`src/rtl/noise_pattern_seq.sv`:
```
// Programmable beat-to-noise sequencer: beat counter, double-buffered per-channel
// segment masks, loop/one-shot playback and a gated Galois LFSR noise source.
module noise_pattern_seq #(
    parameter int                        BEAT_W       = 12,
    parameter int                        SEG_LEN_LOG2 = 2,
    parameter int                        NUM_SEG      = 16,
    parameter int                        NUM_CH       = 2,
    parameter logic [NUM_SEG-1:0]        DEFAULT_PAT  = 16'hFF0F,
    parameter logic [15:0]               LFSR_SEED    = 16'hACE1,
    localparam int                       CH_W         = (NUM_CH > 1) ? $clog2(NUM_CH) : 1
) (
    input  logic                clk,
    input  logic                rst,
    input  logic                en,
    input  logic                beat_tick,
    input  logic                restart,
    input  logic                loop_en,
    input  logic                cfg_we,
    input  logic [CH_W-1:0]     cfg_ch,
    input  logic [NUM_SEG-1:0]  cfg_pat,
    output logic [BEAT_W-1:0]   ibeatNum,
    output logic [NUM_CH-1:0]   is_noise,
    output logic [NUM_CH-1:0]   noise_bit,
    output logic                loop_done,
    output logic [NUM_CH-1:0]   pending
);

    localparam int SEG_W    = (NUM_SEG > 1) ? $clog2(NUM_SEG) : 1;
    localparam int END_BEAT = NUM_SEG << SEG_LEN_LOG2;
    localparam logic [BEAT_W-1:0] END_B  = BEAT_W'(END_BEAT);
    localparam logic [BEAT_W-1:0] LAST_B = BEAT_W'(END_BEAT - 1);

    generate
        if (END_BEAT >= (1 << BEAT_W)) begin : g_bad_beat_w
            $error("noise_pattern_seq: END_BEAT does not fit in BEAT_W bits");
        end
        if (LFSR_SEED == 16'h0000) begin : g_bad_seed
            $error("noise_pattern_seq: LFSR_SEED must be nonzero");
        end
    endgenerate

    // Galois right-shift step; taps B400 give a maximal-length sequence that never hits 0.
    function automatic logic [15:0] lfsr_next(input logic [15:0] s);
        return (s >> 1) ^ (s[0] ? 16'hB400 : 16'h0000);
    endfunction

    logic [BEAT_W-1:0]  count;
    logic               done_hold;
    logic [15:0]        lfsr;
    logic [NUM_SEG-1:0] active [NUM_CH];
    logic [NUM_SEG-1:0] shadow [NUM_CH];
    logic [NUM_CH-1:0]  cfg_hit;
    logic [SEG_W-1:0]   seg;
    logic               step;
    logic               at_last;
    logic               commit;

    assign step    = en & beat_tick & ~done_hold & ~restart;
    assign at_last = (count == LAST_B);
    // Pattern swaps only happen at a boundary where no segment is mid-play.
    assign commit  = (step & at_last & loop_en) | restart | ~en;
    assign seg     = count[SEG_LEN_LOG2 +: SEG_W];

    always_comb begin
        cfg_hit   = '0;
        is_noise  = '0;
        noise_bit = '0;
        for (int c = 0; c < NUM_CH; c++) begin
            cfg_hit[c]   = cfg_we && (cfg_ch == CH_W'(c));
            is_noise[c]  = (count < END_B) && active[c][seg];
            noise_bit[c] = is_noise[c] & lfsr[c % 16];
        end
    end

    always_ff @(posedge clk or posedge rst) begin
        if (rst) begin
            count     <= '0;
            done_hold <= 1'b0;
            loop_done <= 1'b0;
        end else begin
            loop_done <= 1'b0;
            if (restart) begin
                count     <= '0;
                done_hold <= 1'b0;
            end else if (step) begin
                if (at_last) begin
                    loop_done <= 1'b1;
                    if (loop_en) begin
                        count <= '0;
                    end else begin
                        count     <= END_B;
                        done_hold <= 1'b1;
                    end
                end else begin
                    count <= count + 1'b1;
                end
            end
        end
    end

    always_ff @(posedge clk or posedge rst) begin
        if (rst) begin
            pending <= '0;
            for (int c = 0; c < NUM_CH; c++) begin
                active[c] <= DEFAULT_PAT;
                shadow[c] <= DEFAULT_PAT;
            end
        end else begin
            for (int c = 0; c < NUM_CH; c++) begin
                if (commit) begin
                    if (cfg_hit[c]) begin
                        active[c] <= cfg_pat;
                        shadow[c] <= cfg_pat;
                    end else if (pending[c]) begin
                        active[c] <= shadow[c];
                    end
                    pending[c] <= 1'b0;
                end else if (cfg_hit[c]) begin
                    shadow[c]  <= cfg_pat;
                    pending[c] <= 1'b1;
                end
            end
        end
    end

    always_ff @(posedge clk or posedge rst) begin
        if (rst) begin
            lfsr <= LFSR_SEED;
        end else if (en) begin
            lfsr <= lfsr_next(lfsr);
        end
    end

    assign ibeatNum = count;

endmodule

```
`config.mk`:
```
export PLATFORM = sky130hd
export DESIGN_NAME = noise_pattern_seq
export DESIGN_NICKNAME = d
export VERILOG_FILES = /design/src/rtl/noise_pattern_seq.sv
export SDC_FILE = /design/constraint.sdc
export NUM_CORES = 1
export LEC_CHECK = 0
export CORE_ASPECT_RATIO = 0.75
export CORE_MARGIN = 2
export CORE_UTILIZATION = 55
export DETAILED_ROUTE_END_ITERATION = 10
export GPL_TIMING_DRIVEN = 0
export HOLD_SLACK_MARGIN = 0.06
export PLACE_DENSITY = 0.75
export SETUP_SLACK_MARGIN = 0.2
export SYNTH_ARGS = -nofsm -noshare
export SYNTH_HDL_FRONTEND = slang
export SYNTH_SLANG_ARGS = --single-unit
```
`constraint.sdc`:
```
create_clock -name clk -period 9.1 [get_ports clk]
set_clock_uncertainty 0.05 [all_clocks]
set_input_delay 1.365 -clock clk [delete_from_list [all_inputs] [get_ports clk]]
set_output_delay 1.365 -clock clk [all_outputs]
set_load 0.05 [all_outputs]
```
==> results of run 1 <==
==> final cells by class <==
cell class | instances | area [µm²]
clock inverter | 7 | 76.3
tap | 105 | 131
sequential | 96 | 2470
inverter | 4 | 17.5
buffer | 30 | 233
clock buffer | 9 | 124
fill | 629 | 2630
multi-input combinational | 241 | 1860
timing repair buffer | 43 | 448
==> worst reg2reg max path, cell delays in order (launching register included) <==
cell      delay, ns
dfrtp_1        0.43
ha_1           0.24
and2_2         0.24
and3_4         0.19
buf_6          0.14
buf_8          0.14
a311oi_1       0.32
a21oi_1        0.06
==> sequential cells by signal, indices dropped and copies added (netlist names) <==
name / count
loop_done: 1
lfsr: 16
ibeatNum: 12
done_hold: 1
pending: 2
shadow: 32
active: 32
==> cell usage in the layout (no fill, tap or decap), types with 3 or more instances in the layout <==
cell type and n:
nor2_1 51, dfrtp_1 40, buf_2 9, nand4_1 3
or3_1 3, clkdlybuf4s50_1 42, nand2_1 9, mux2_2 47
clkbuf_1 5, mux2i_1 4, a311oi_1 32, inv_1 3
xor2_1 6, o2111ai_1 3, dfstp_2 56, buf_8 3
o21ai_0 3, a21oi_1 40, mux4_2 7, xnor2_1 3
buf_4 6, a21oi_2 3, buf_6 7, clkbuf_8 9
inv_6 3, and2_1 3
==> logic make-up after synthesis <==
group | after synthesis | synth area share (%)
flops | 96 | 54.0
compound gates | 87 | 13.3
simple gates | 85 | 8.91
mux | 59 | 16.4
buf+inv | 34 | 5.41
xor+xnor | 9 | 1.72
fa+ha+maj | 1 | 0.273
==> per-stage QoR <==
| step | instances | cell area [µm²] | power [W] |
|---|---|---|---|
| 2_1_floorplan | 371 | 4580 | 0.000767 |
| 3_5_place_dp | 519 | 5160 | 0.000843 |
| 5_1_grt | 535 | 5360 | 0.00117 |
| 4_1_cts | 535 | 5360 | 0.00113 |
| 6_report | 535 | 5360 | 0.00112 |
| 3_3_place_gp | 518 | 5130 | 0.000827 |
==> power by group <==
part	leakage, nW	total (W)	switching, W	internal, W
clock	0.0966	0.000285	0.000156	0.000129
sequential	1.08	0.000598	0.0000424	0.000556
combinational	0.888	0.000238	0.000122	0.000116
total	2.07	0.00112	0.000321	0.000801
==> metal layers <==
layer / up-vias / track usage [%] / share of wire (%)
li1: 1476 / - / -
met1: 1644 / 32.8 / 46
met2: 86 / 36.1 / 48
met3: 13 / 5.65 / 4.2
met4: 0 / 5.98 / 1.6
met5: - / 0 / 0
==> how the worst max path moves through the flow <==
| stage | start | endpoint | slack, ns | cells after the start |
|---|---|---|---|---|
| floorplan | rst | active[20] | 5.27 | 1 |
| global placement | rst | ibeatNum[10] | 3.94 | 2 |
| detailed placement | ibeatNum[2] | noise_bit[1] | 5.34 | 6 |
| CTS | ibeatNum[2] | noise_bit[1] | 4.93 | 6 |
| global route | ibeatNum[9] | noise_bit[1] | 4.84 | 7 |
| finish | ibeatNum[9] | noise_bit[1] | 4.95 | 7 |
==> metrics.csv, run 1 <==
stage,metric,value,unit
timing,rsz0062_at_grt,false,
clock_tree,post_cts_buffers,0,
worst_setup_path,worstReg2RegStart,ibeatNum[0],
floorplan,row_count,28,
timing,hold_violations,0,
routing,wire_per_inst,18.7,µm
min_path,holdPathStages,2,
timing,setup_viol,0,
floorplan,die-width,109,µm
final_layout,utilization,67.1,%
timing,fin_ws,4.95,ns
status,status,"complete, no violations",
place,place_ws,5.34,ns
logic_synthesis,yosysTopAreaCellShare,32.1,%
worst_setup_path,arrival,2.74,ns
worst_setup_path,crit_fanout,10,
worst_setup_path,crit_path_end_kind,output pin,
logic_synthesis,yosys_warnings,0,
logic_synthesis,synth_seq_cells,96,
power,p_leak,2.07,nW
worst_setup_path,cp_slowest_stage_delay,0.84,ns
routing,via_count,3219,
global_routing,grt_overflow_total,0,
routing,drtIter0Drc,137,
place,numPortBuffers,42,
clock_tree,clk_latency,0.37,ns
clock_tree,cts-root-buf,clkbuf_8,
clock_tree,cts_tree,built,
logic_synthesis,synth_edf_count,0,
worst_setup_path,crit_buf_inv,3,
min_path,hp-class,flop to flop,
floorplan,die_y,83.0,µm
worst_setup_path,r2r-end,active[7],
routing,drtAntennaViolNets,0,
global_routing,grt_first_pass_wirelength,16300,µm
place,dp.final_hpwl,7080,µm
floorplan,die_area,0.00908,mm²
floorplan,num_io_pins,43,
global_routing,grt_max_degree,70,
final_layout,drive_gt1_share,37.9,%
timing,tightest_slew,0.536,ns
routing,first_pass_iters,4,
timing,period_share,45.6,%
global_routing,antenna_found_initial,0,
power,power_density,209,mW/mm²
timing,hold_ws,0.448,ns
routing,wl,9990,µm
timing,drv_slew,0,
routing,drc,0,
clock_tree,ctsHtreeMaxLevel,3,
timing,period_minus_slack,4.15,ns
logic_synthesis,syn_nets,396,
logic_synthesis,synth_top_cell_by_area,dfstp_2,
job,cap_violations,0,
logic_synthesis,syn_inst,371,
worst_setup_path,critical_path_class,flop to output pin,
logic_synthesis,yosys-top-cells-area,"dfstp_2, dfrtp_1, mux2_2",
clock_tree,clkTransAtPathRegs,0.10,ns
place,place_congestion,0.877,
worst_setup_path,crit_path_frequent_cell,buf_4,
logic_synthesis,synthTopCellsByCount,"dfstp_2, nor2_1, mux2_2",
worst_setup_path,crit_family,buffers and inverters,
final_layout,antenna-diode-count,0,
clock_tree,ctsHoldBuffers,0,
timing,timing.fmax,0.241,GHz
timing,finalSetupTns,0,ns
clock_tree,cts_resized,0,
logic_synthesis,ys_types,43,
clock_tree,numCtsBuffers,9,
logic_synthesis,synth.most_common_cell,dfstp_2,
clock_tree,clockBufferDepth,2,
worst_setup_path,required,7.69,ns
power,ir_drop,0.000156,V
routing,vias_per_cell,6.02,
worst_setup_path,crit_path_cell_trace,nor4_4 > and2_1 > buf_4 > buf_4 > nand2_1 > nor2_1 > clkdlybuf4s50_1,
worst_setup_path,reg2regPathDepth,7,
logic_synthesis,ys_async_sr_fraction,100,%
floorplan,core-area,0.00799,mm²
logic_synthesis,avgSynthCellArea,12.3,µm²
floorplan,initial_core_util,57.3,%
logic_synthesis,synth_area,0.00458,mm²
timing,slew_headroom,64.2,%
final_layout,syn_to_final_growth,17.1,%
min_path,min-delay-start,lfsr[10],
worst_setup_path,rrSetupSlack,7.17,ns
final_layout,nets,450,
logic_synthesis,ys_seq_area_share,54.0,%
min_path,min_to,lfsr[10],
worst_setup_path,start_kind,flop,
logic_synthesis,synth_flop_cell,dfstp_2,
global_routing,track_usage,23.2,%
clock_tree,clock-sinks,96,
global_routing,grt_pass1_vias,3262,
worst_setup_path,critPathSlowestCell,clkdlybuf4s50_1,
(Power assumes the default switching activity.)
==> run 2: changes to the inputs <==
Settings changed: CORE_UTILIZATION 55 to 52, PLACE_DENSITY 0.75 to 0.74.
Clock period 9.1 ns to 3.75 ns, I/O delays scaled along.
==> metrics.csv, run 2 (same netlist as run 1, synthesis figures left out) <==
stage,metric,value,unit
final_layout,reg_top3,"active: 32 flops, shadow: 32 flops, lfsr: 16 flops",
worst_setup_path,arrival,2.70,ns
routing,drtAntennaViolNets,0,
timing,setup_viol,0,
timing,hold_violations,0,
timing,drv_slew,0,
worst_setup_path,crit_path_end_kind,output pin,
place,dp.final_hpwl,6810,µm
clock_tree,post_cts_buffers,0,
clock_tree,clkTransAtPathRegs,0.07,ns
place,place_area,0.00516,mm²
worst_setup_path,crit_fanout,10,
final_layout,final_common_cell,dfstp_2,
worst_setup_path,critical_path_class,flop to output pin,
floorplan,die_area,0.00958,mm²
routing,via_count,3169,
final_layout,fin_area,0.00546,mm²
power,ir_drop,0.000384,V
clock_tree,clock-sinks,96,
routing,drc,0,
timing,tightest_slew,0.527,ns
floorplan,num_io_pins,43,
worst_setup_path,start_kind,flop,
final_layout,layout_common_cells,"dfstp_2, nor2_1, mux2_2",
power,power_density,543,mW/mm²
floorplan,row_count,29,
final_layout,syn_to_final_growth,19.2,%
routing,vias_per_cell,5.89,
floorplan,die-width,112,µm
global_routing,track_usage,21.8,%
floorplan,core-area,0.00849,mm²
global_routing,grt_first_pass_wirelength,16300,µm
timing,period_share,88.3,%
routing,first_pass_iters,4,
global_routing,antenna_found_initial,0,
clock_tree,cts-root-buf,clkbuf_16,
clock_tree,cts_tree,built,
final_layout,nets,450,
timing,rsz0062_at_grt,false,
power,p_leak,2.12,nW
final_layout,drive_gt1_share,37.7,%
global_routing,grt_overflow_total,0,
timing,timing.fmax,0.302,GHz
place,numPortBuffers,42,
clock_tree,numCtsBuffers,9,
routing,wl,9890,µm
clock_tree,clk_latency,0.35,ns
final_layout,antenna-diode-count,0,
clock_tree,cts_resized,0,
global_routing,grt_max_degree,65,
floorplan,initial_core_util,53.9,%
worst_setup_path,required,3.14,ns
min_path,hp-class,flop to flop,
routing,drtIter0Drc,149,
timing,hold_ws,0.439,ns
place,place_congestion,0.813,
status,status,"complete, no violations",
global_routing,grt_pass1_vias,3187,
floorplan,die_y,85.3,µm
routing,wire_per_inst,18.4,µm
clock_tree,clockBufferDepth,2,
clock_tree,ctsHtreeMaxLevel,3,
clock_tree,ctsHoldBuffers,0,
timing,slew_headroom,64.8,%
job,cap_violations,0,
timing,period_minus_slack,3.31,ns
## run 2: changes by cell type in the layout (fill, tap and decap cells not counted)
cell        delta
clkinvlp_4     -2
clkbuf_16      +9
clkbuf_8       -9
clkinv_2       +1
clkbuf_1       +1
## run 2: path summary, 6_finish.rpt
check | end | startpoint | cells after the start | slack (ns)
worst max-delay path | noise_bit[1] | ibeatNum[2] | 6 | 0.44
worst min-delay path | lfsr[10] | lfsr[10] | 2 | 0.44
worst min register to register | lfsr[10] | lfsr[10] | 2 | 0.44
worst max register to register | active[7] | ibeatNum[0] | 7 | 1.78
min in group asynchronous | lfsr[4] | rst | 2 | 0.53
max in group asynchronous | shadow[24] | rst | 3 | 2.44
## run 2: critical path, cell delays in order (launching register included)
cell and delay (ns):
dfrtp_1 0.42, buf_6 0.21, mux4_2 0.55, mux2i_1 0.22
mux2_2 0.21, nor2_1 0.05, clkdlybuf4s50_1 0.69
## run 2: layer usage
metal  global-route usage, %  wire length, µm  vias to the layer above
met5                       0                0                        -
li1                        -                -                     1465
met4                    4.99               90                        0
met3                    6.00              532                        7
met1                    30.6             4580                     1604
met2                    34.3             4690                       93
## run 2: report_power, final
group | internal [W] | switching (W)
logic | 0.000281 | 0.000298
clock network | 0.000522 | 0.000411
registers | 0.00135 | 0.000104
total | 0.00215 | 0.000813
## run 2: metrics by stage
stage,setup TNS [ns],utilization (%),worst slack [ns],std cells,total power [W]
6_report,0,64.3,0.437,538,0.00297
3_5_place_dp,0,60.8,0.833,522,0.00204
2_1_floorplan,0,-,0.725,371,0.00186
3_3_place_gp,-25.38,60.5,-0.645,521,0.00201
4_1_cts,0,64.3,0.444,538,0.00298
5_1_grt,0,64.3,0.333,538,0.00310
## run 2: final cells by class
class | count | area [µm²]
clock buffers | 10 | 229
plain buffers | 30 | 233
well taps | 108 | 135
clock inverters | 6 | 66.3
fillers | 698 | 3030
repair buffers | 43 | 448
flip-flops and latches | 96 | 2470
multi-input cells | 241 | 1860
inverters | 4 | 17.5
